--- src/rtl/baud_gen_frac.sv ---
// Fractional baud-rate generator. One fractional divider produces the RX
// oversample tick; the TX bit tick is every OVERSAMPLE-th RX tick, so the
// two never drift apart. Supports divisor reload on tick boundaries, an
// enable, RX phase resync and a mid-bit sample strobe.
module baud_gen_frac #(
    parameter int DIV_W        = 16,
    parameter int FRAC_W       = 4,
    parameter int OVERSAMPLE   = 16,
    parameter int DEFAULT_DIV  = 27,
    parameter int DEFAULT_FRAC = 2
) (
    input  logic                          clk,
    input  logic                          rst_n,
    input  logic                          en,
    input  logic [DIV_W-1:0]              div_int,
    input  logic [FRAC_W-1:0]             div_frac,
    input  logic                          div_load,
    input  logic                          rx_sync,
    output logic                          tx_en,
    output logic                          rx_en,
    output logic                          rx_mid,
    output logic [$clog2(OVERSAMPLE)-1:0] rx_phase,
    output logic                          div_err
);

    localparam int                PH_W     = $clog2(OVERSAMPLE);
    localparam logic [DIV_W-1:0]  MIN_DIV  = DIV_W'(2);
    localparam logic [DIV_W-1:0]  RST_DIV  = (DEFAULT_DIV < 2) ? MIN_DIV : DIV_W'(DEFAULT_DIV);
    localparam logic [FRAC_W-1:0] RST_FRAC = FRAC_W'(DEFAULT_FRAC);
    localparam logic [PH_W-1:0]   PH_LAST  = PH_W'(OVERSAMPLE - 1);
    localparam logic [PH_W-1:0]   PH_MID   = PH_W'(OVERSAMPLE / 2);

    // Active and pending divisor configuration
    logic [DIV_W-1:0]  div_act;
    logic [FRAC_W-1:0] frac_act;
    logic [DIV_W-1:0]  pend_int;
    logic [FRAC_W-1:0] pend_frac;
    logic              pending;

    // Base divider state
    logic [DIV_W-1:0]  cnt;
    logic [FRAC_W-1:0] acc;
    logic              carry;
    logic [PH_W-1:0]   tcnt;

    // Derived combinational terms
    logic [DIV_W:0]    period_m1;
    logic              wrap;
    logic              apply;
    logic              clamped;
    logic [DIV_W-1:0]  div_new;
    logic [FRAC_W:0]   acc_sum;
    logic [PH_W-1:0]   phase_inc;

    // Current period is div_act plus the carry earned at the previous wrap;
    // div_act is never below 2, so the subtraction cannot underflow.
    assign period_m1 = {1'b0, div_act} + {{DIV_W{1'b0}}, carry} - {{DIV_W{1'b0}}, 1'b1};
    assign wrap      = en && ({1'b0, cnt} == period_m1);
    assign apply     = pending && (wrap || !en);
    assign clamped   = pend_int < MIN_DIV;
    assign div_new   = clamped ? MIN_DIV : pend_int;
    assign acc_sum   = {1'b0, acc} + {1'b0, frac_act};
    assign phase_inc = rx_phase + PH_W'(1);

    // Divisor configuration: capture loads, promote them at a wrap (or at once when disabled)
    always_ff @(posedge clk or negedge rst_n) begin
        if (!rst_n) begin
            div_act   <= RST_DIV;
            frac_act  <= RST_FRAC;
            pend_int  <= '0;
            pend_frac <= '0;
            pending   <= 1'b0;
            div_err   <= 1'b0;
        end else begin
            if (apply) begin
                div_act  <= div_new;
                frac_act <= pend_frac;
                div_err  <= clamped;
            end
            if (div_load) begin
                pend_int  <= div_int;
                pend_frac <= div_frac;
                pending   <= 1'b1;
            end else if (apply) begin
                pending <= 1'b0;
            end
        end
    end

    // Base counter with fractional accumulator; a fresh divisor starts with a clean accumulator
    always_ff @(posedge clk or negedge rst_n) begin
        if (!rst_n) begin
            cnt   <= '0;
            acc   <= '0;
            carry <= 1'b0;
        end else if (!en) begin
            cnt   <= '0;
            acc   <= '0;
            carry <= 1'b0;
        end else if (wrap) begin
            cnt <= '0;
            if (apply) begin
                acc   <= '0;
                carry <= 1'b0;
            end else begin
                acc   <= acc_sum[FRAC_W-1:0];
                carry <= acc_sum[FRAC_W];
            end
        end else begin
            cnt <= cnt + DIV_W'(1);
        end
    end

    // Registered tick pulses, TX tick counter and RX phase tracking
    always_ff @(posedge clk or negedge rst_n) begin
        if (!rst_n) begin
            tcnt     <= '0;
            tx_en    <= 1'b0;
            rx_en    <= 1'b0;
            rx_mid   <= 1'b0;
            rx_phase <= '0;
        end else if (!en) begin
            tcnt     <= '0;
            tx_en    <= 1'b0;
            rx_en    <= 1'b0;
            rx_mid   <= 1'b0;
            rx_phase <= '0;
        end else begin
            rx_en <= wrap;
            tx_en <= wrap && (tcnt == PH_LAST);
            if (wrap) begin
                tcnt <= tcnt + PH_W'(1);
            end
            if (rx_sync) begin
                rx_phase <= '0;
                rx_mid   <= 1'b0;
            end else if (wrap) begin
                rx_phase <= phase_inc;
                rx_mid   <= (phase_inc == PH_MID);
            end else begin
                rx_mid <= 1'b0;
            end
        end
    end

endmodule
--- config.mk ---
export PLATFORM = sky130hd
export DESIGN_NAME = baud_gen_frac
export DESIGN_NICKNAME = d
export VERILOG_FILES = /design/src/rtl/baud_gen_frac.sv
export SDC_FILE = /design/constraint.sdc
export NUM_CORES = 1
export LEC_CHECK = 0
export CAP_MARGIN = 5
export CELL_PAD_IN_SITES_DETAIL_PLACEMENT = 1
export CELL_PAD_IN_SITES_GLOBAL_PLACEMENT = 1
export CORE_UTILIZATION = 30
export DETAILED_ROUTE_END_ITERATION = 12
export PLACE_DENSITY = 0.56
export SETUP_SLACK_MARGIN = 0.3
export SLEW_MARGIN = 30
export SYNTH_ARGS = -nofsm -noshare
export SYNTH_HDL_FRONTEND = slang
export SYNTH_SLANG_ARGS = --single-unit
export TNS_END_PERCENT = 30
--- constraint.sdc ---
create_clock -name clk -period 5.4 [get_ports clk]
set_input_delay 1.35 -clock clk [delete_from_list [all_inputs] [get_ports clk]]
set_output_delay 1.35 -clock clk [all_outputs]
set_load 0.01 [all_outputs]
Word-level counts from Yosys, hierarchy flattened:

Cells that the tools add are included.

* register bits after elaboration: 74
* bits of input ports: 25
* output and inout bits: 8
* logic and storage cells: 53

* add/subtract/negate cells: 6
* magnitude comparators: 1
* equal/unequal tests: 5
* muxes and demuxes: 21
* reduce and logical (&&, ||, !) cells: 6

Operator list (count)
* $mux W16: 3
* $mux W4: 8
* $add A16 B1 Y17: 1
* $eq A16 B17 Y1: 1
* $sub A17 B1 Y17 const B: 1
* $add A16 B1 Y16 const B: 1
* $lt A16 B2 Y1 const B: 1
* $mux W1: 10
* $add A4 B1 Y4 const B: 2
* $eq A4 B4 Y1 const B: 2
* $add A4 B4 Y5: 1
* $logic_and A1 B1 Y1: 3
* $ne A3 B1 Y1 const B: 1
* $ne A2 B1 Y1 const B: 1
* $reduce_bool A2 Y1: 1
* $logic_not A1 Y1: 1
* $logic_or A1 B1 Y1: 1

Depth between registers and ports, before layout:

* word-level depth: 9
* mapped depth: 11
* depth with buffers taken out: 9

Worst setup path after synthesis:

Ideal clock, no wire load.

* path type: flip-flop to flip-flop
* start: register carry
* end: register pending
* arrival: 2.729 ns
* data required time: 5.282 ns
* slack: 2.553 ns
* cell stages (with the launch flop): 11
* buffers on the path: 1
* period minus slack after synthesis: 2.847 ns
* cell sequence: dfrtp_1 inv_1 ha_1 ha_1 or4b_4 a211o_1 a21oi_2 nor2_1 o41a_4 buf_6 a21o_1

* longest elaborated chain between the ends: 7

Ends and longest elaborated chain
* from (decl): RTL line 43 `logic carry;`
* from (signal assigned): RTL line 107 `carry <= acc_sum[FRAC_W];`
* $add A16 B1 Y17: RTL line 57 `assign period_m1 = {1'b0, div_act} + {{DIV_W{1'b0}}, carry} - {{DIV_W{1'b0}}, 1'b1};`
* $sub A17 B1 Y17: RTL line 57
* $eq A16 B17 Y1: RTL line 58 `assign wrap = en && ({1'b0, cnt} == period_m1);`
* $logic_and A1 B1 Y1: RTL line 58
* $logic_or A1 B1 Y1: RTL line 59 `assign apply = pending && (wrap || !en);`
* $logic_and A1 B1 Y1: RTL line 59
* $reduce_bool A2 Y1 (no source line)
* to (signal assigned): RTL line 72 `pending <= 1'b0;`
* to (signal assigned): RTL line 83 `pending <= 1'b1;`
* to (signal assigned): RTL line 85 `pending <= 1'b0;`
* to (decl): RTL line 38 `logic pending;`

Every way passes these cells.
A chain may end at the register's enable or synchronous reset.

Final worst setup path:

* start: register carry
* end: register div_act[1]

* longest elaborated chain between the ends: 6

Ends and longest elaborated chain
* $add A16 B1 Y17: RTL line 57
* $sub A17 B1 Y17: RTL line 57
* $eq A16 B17 Y1: RTL line 58
* $logic_and A1 B1 Y1: RTL line 58
* $logic_or A1 B1 Y1: RTL line 59
* $logic_and A1 B1 Y1: RTL line 59
* to (signal assigned): RTL line 76 `div_act <= div_new;`
* to (decl): RTL line 34 `logic [DIV_W-1:0] div_act;`

Every way passes these cells.

==> flow_metrics.env <==
export IMPL_num_vias=3072
export IMPL_maximum_number_of_pins_on_one_net_before_global_route_repair=75
export IMPL_grt_antenna_before_repair=0
export IMPL_cp_slowest_cell="sky130_fd_sc_hd__o41a_4"
export IMPL_port_buffers=32
export IMPL_rsz_0062_raised_after_global_routing="false"
export IMPL_detail_route_drc_violations=0
export IMPL_die_w_um=121
export IMPL_wire_per_inst_um=15.6
export IMPL_post_route_total_power_w=0.00147
export IMPL_numCtsBuffers=9
export IMPL_number_of_global_route_vias_before_repair=3281
export IMPL_grt_first_pass_wirelength_mm=16.8
export IMPL_post_synth_main_area_contributors="sky130_fd_sc_hd__dfrtp_1 (41%), sky130_fd_sc_hd__o32ai_2 (6.9%), sky130_fd_sc_hd__nand2_1 (5.8%)"
export IMPL_cellPowerDensity_nw_per_um2=299
export IMPL_start_util=0.314
export IMPL_synth_distinct_cells=54
export IMPL_tritoncts_clock_tree="done"
export IMPL_routabilityCongestion=0.741
export IMPL_yosys_most_used_dff="sky130_fd_sc_hd__dfrtp_1"
export IMPL_wl_mm=9.65
export IMPL_multiInputGateArea_um2=2130
export IMPL_yosys_warnings=0
export IMPL_postSynth_asyncResetShare=1.00
export IMPL_timing_setup_tns_ns=0
export IMPL_dr_first_iter_drc_count=90
export IMPL_cp_arrival_ns=3.56
export IMPL_fmax_mhz=302
export IMPL_status="completed"
export IMPL_drv_slew=0
export IMPL_worst_pin_slew_ns=0.861
export IMPL_clock_tree_root_cell="sky130_fd_sc_hd__clkbuf_16"
export IMPL_cts_repair_resize_count=0
export IMPL_dr_pass1_iters=4
export IMPL_timing_hold_worst_class="reg -> reg"
export IMPL_endpoint_of_the_worst_slack_reg_to_reg_timing_path="div_act[1]"
export IMPL_worstSetupStartpointType="flip-flop"
export IMPL_ant_nets=0
export IMPL_slowest_delay_ns=0.69
export IMPL_final_nets=472
export IMPL_h_tree_depth=3
export IMPL_floorplan_die_area_um2=14500
export IMPL_clock_latency_ns=0.34
export IMPL_timing_critical_path_cells="inv_1 > ha_1 > ha_1 > or4b_4 > a211o_1 > a21oi_2 > nor2_1 > o41a_4 > o32a_1"
export IMPL_synth_seq_cells=74
export IMPL_worst_r2r_setup_slack_ns=2.09
export IMPL_report_final_hold_viol_count=0
export IMPL_hold_worst_slack_ns=0.492
export IMPL_max_cap_viol_count=0
export IMPL_path_clk_slew_ns=0.05
export IMPL_post_synth_top_area_fraction=0.409
export IMPL_worstHoldEndpoint="div_act[0]"
export IMPL_maximum_vdd_ir_drop_v=0.000110
export IMPL_detailedPlacementHpwl_mm=6.77
export IMPL_leakagePower_nw=2.09
export IMPL_syn2layout_area_growth_pct=16.4
export IMPL_cts_num_sinks=74
export IMPL_cts_path_max_buffers=2
export IMPL_io_pins=33
export IMPL_post_cts_setup_buffer_count=0
export IMPL_grt_util_all_layers=0.149
export IMPL_preCtsSetupSlack_ns=1.71
export IMPL_rows=42
export IMPL_slew_limit_headroom=0.424
export IMPL_core_area_um2=13500
export IMPL_startpoint_of_the_lowest_slack_register_to_register_path="carry"
export IMPL_critical_path_end_type="flip-flop"
export IMPL_hold_path_depth=2
export IMPL_path_max_fanout=23
export IMPL_clock_skew_ns=0.00776
export IMPL_nFillCells=1542
export IMPL_hold_path_startpoint="div_act[0]"
export IMPL_antenna_cells_inserted=0
export IMPL_netlist_instances=419
export IMPL_share_of_final_layout_standard_cells_stronger_than_drive_strength_1=0.120
export IMPL_yosysSeqAreaShare=0.441
export IMPL_worst_r2r_path_depth=9
export IMPL_via_per_inst=4.98
export IMPL_final_min_clock_period_ns=3.31
export IMPL_required_ns=5.66
export IMPL_global_route_overflow_total=0
export IMPL_setup_slack_ns=2.09
export IMPL_synth_edff_count=0
export IMPL_layout_area_seq_um2=1860
export IMPL_min_period_over_period=0.612
export IMPL_cts_hold_repair_buffers=0
export IMPL_path_class="reg -> reg"
export IMPL_synth_largest_area_cell="sky130_fd_sc_hd__dfrtp_1"
export IMPL_critical_path_most_common_cell="sky130_fd_sc_hd__ha_1"
export IMPL_syn_area_um2=4220
export IMPL_syn_avg_cell_area_um2=10.1
export IMPL_setup_viol=0
export IMPL_synthesis_nets=455
export IMPL_die_h_um=121
[sequential cells by signal, summed over array words and instances (netlist names)]
signal and count:
div_act 16, acc 4, tx_en 1, cnt 16, div_err 1, pending 1
frac_act 4, rx_en 1, tcnt 4, rx_mid 1, carry 1, rx_phase 4
pend_frac 4, pend_int 16
[logic make-up (layout without fill, tap and decap cells)]
kind of cell,Yosys count,after routing,synth area share
compound gates,67,67,0.154
xor+xnor,40,40,0.0831
fa+ha+maj,11,11,0.0344
buf+inv,51,73,0.0555
flops,74,74,0.441
mux,16,16,0.0386
simple gates,160,160,0.194
[critical path, delay by kind of cell, from the launching register on]
family	cells	cell delay, ns
adders and majority gates	2	0.41
AOI/OAI and AO/OA	4	1.64
buffers and inverters	1	0.05
and+or+nand+nor	2	0.73
DFF	1	0.37
[layout make-up]
class / count / area share
inverters: 24 / 0.0183
multi-input cells: 294 / 0.435
well taps: 176 / 0.0449
repair buffers: 33 / 0.0660
clock inverters: 3 / 0.00866
clock buffers: 13 / 0.0489
flip-flops and latches: 74 / 0.378
[cells in the mapped netlist (all sizes together), types with 2 or more instances]
master and n:
nor3 6, a311oi 2, nand4 4, o2111ai 2, and4 2, and3 5, xnor2 18, nand2 65
inv 24, nor2b 2, clkbuf 18, ha 10, nand2b 7, buf 9, nor4 13, nand3 13
a21o 2, nor2 28, a21oi 4, o32ai 20, and2 2, mux2 2, o211ai 3, nor3b 2
mux2i 14, o21ai 23, a211o 3, or3 4, dfrtp 69, dfstp 5, xor2 22, or4 2
[per-stage QoR]
stage / cell area, um^2 / util / std cells
floorplan: 4220 / - / 419
global placement: 4630 / 0.344 / 601
detailed placement: 4620 / 0.344 / 601
CTS: 4910 / 0.365 / 617
global route: 4910 / 0.365 / 617
finish: 4910 / 0.365 / 617
[report_power, final]
part	internal [W]	switching, W
clock	0.000358	0.000225
combinational	0.0000988	0.000139
sequential	0.000598	0.0000503
[cells in the final DEF, fill, tap and decap left out, drive strengths merged, types with 4 or more instances in the layout]
master and instances:
mux2i 14, nand4 4, ha 10, and3 5, nand2 65, dfstp 5, xnor2 18, xor2 22
o32ai 20, dfrtp 69, o21ai 23, nand2b 7, clkdlybuf4s50 30, inv 24, nor2 28, nor3 6
nor4 13, or3 4, a21oi 4, nand3 13, clkbuf 13
[routing by layer]
metal / vias up / GRT usage / share of wire / wire, um
met4: 0 / 0.0586 / 0.016 / 159
met5: - / 0 / 0 / 0
met3: 13 / 0.0241 / 0.020 / 195
met2: 32 / 0.238 / 0.48 / 4590
li1: 1492 / - / - / -
met1: 1535 / 0.202 / 0.49 / 4710
[worst max path at each step]
stage,start,end,slack [ns],depth (start not counted)
2_1_floorplan,carry,pending,2.55,10
3_3_place_gp,en,div_act[1],1.81,5
3_5_place_dp,en,div_act[1],1.71,5
4_1_cts,carry,cnt[8],2.03,9
5_1_grt,carry,cnt[8],1.80,9
6_report,carry,div_act[1],2.09,9
Power figures use the tool's default switching activity.
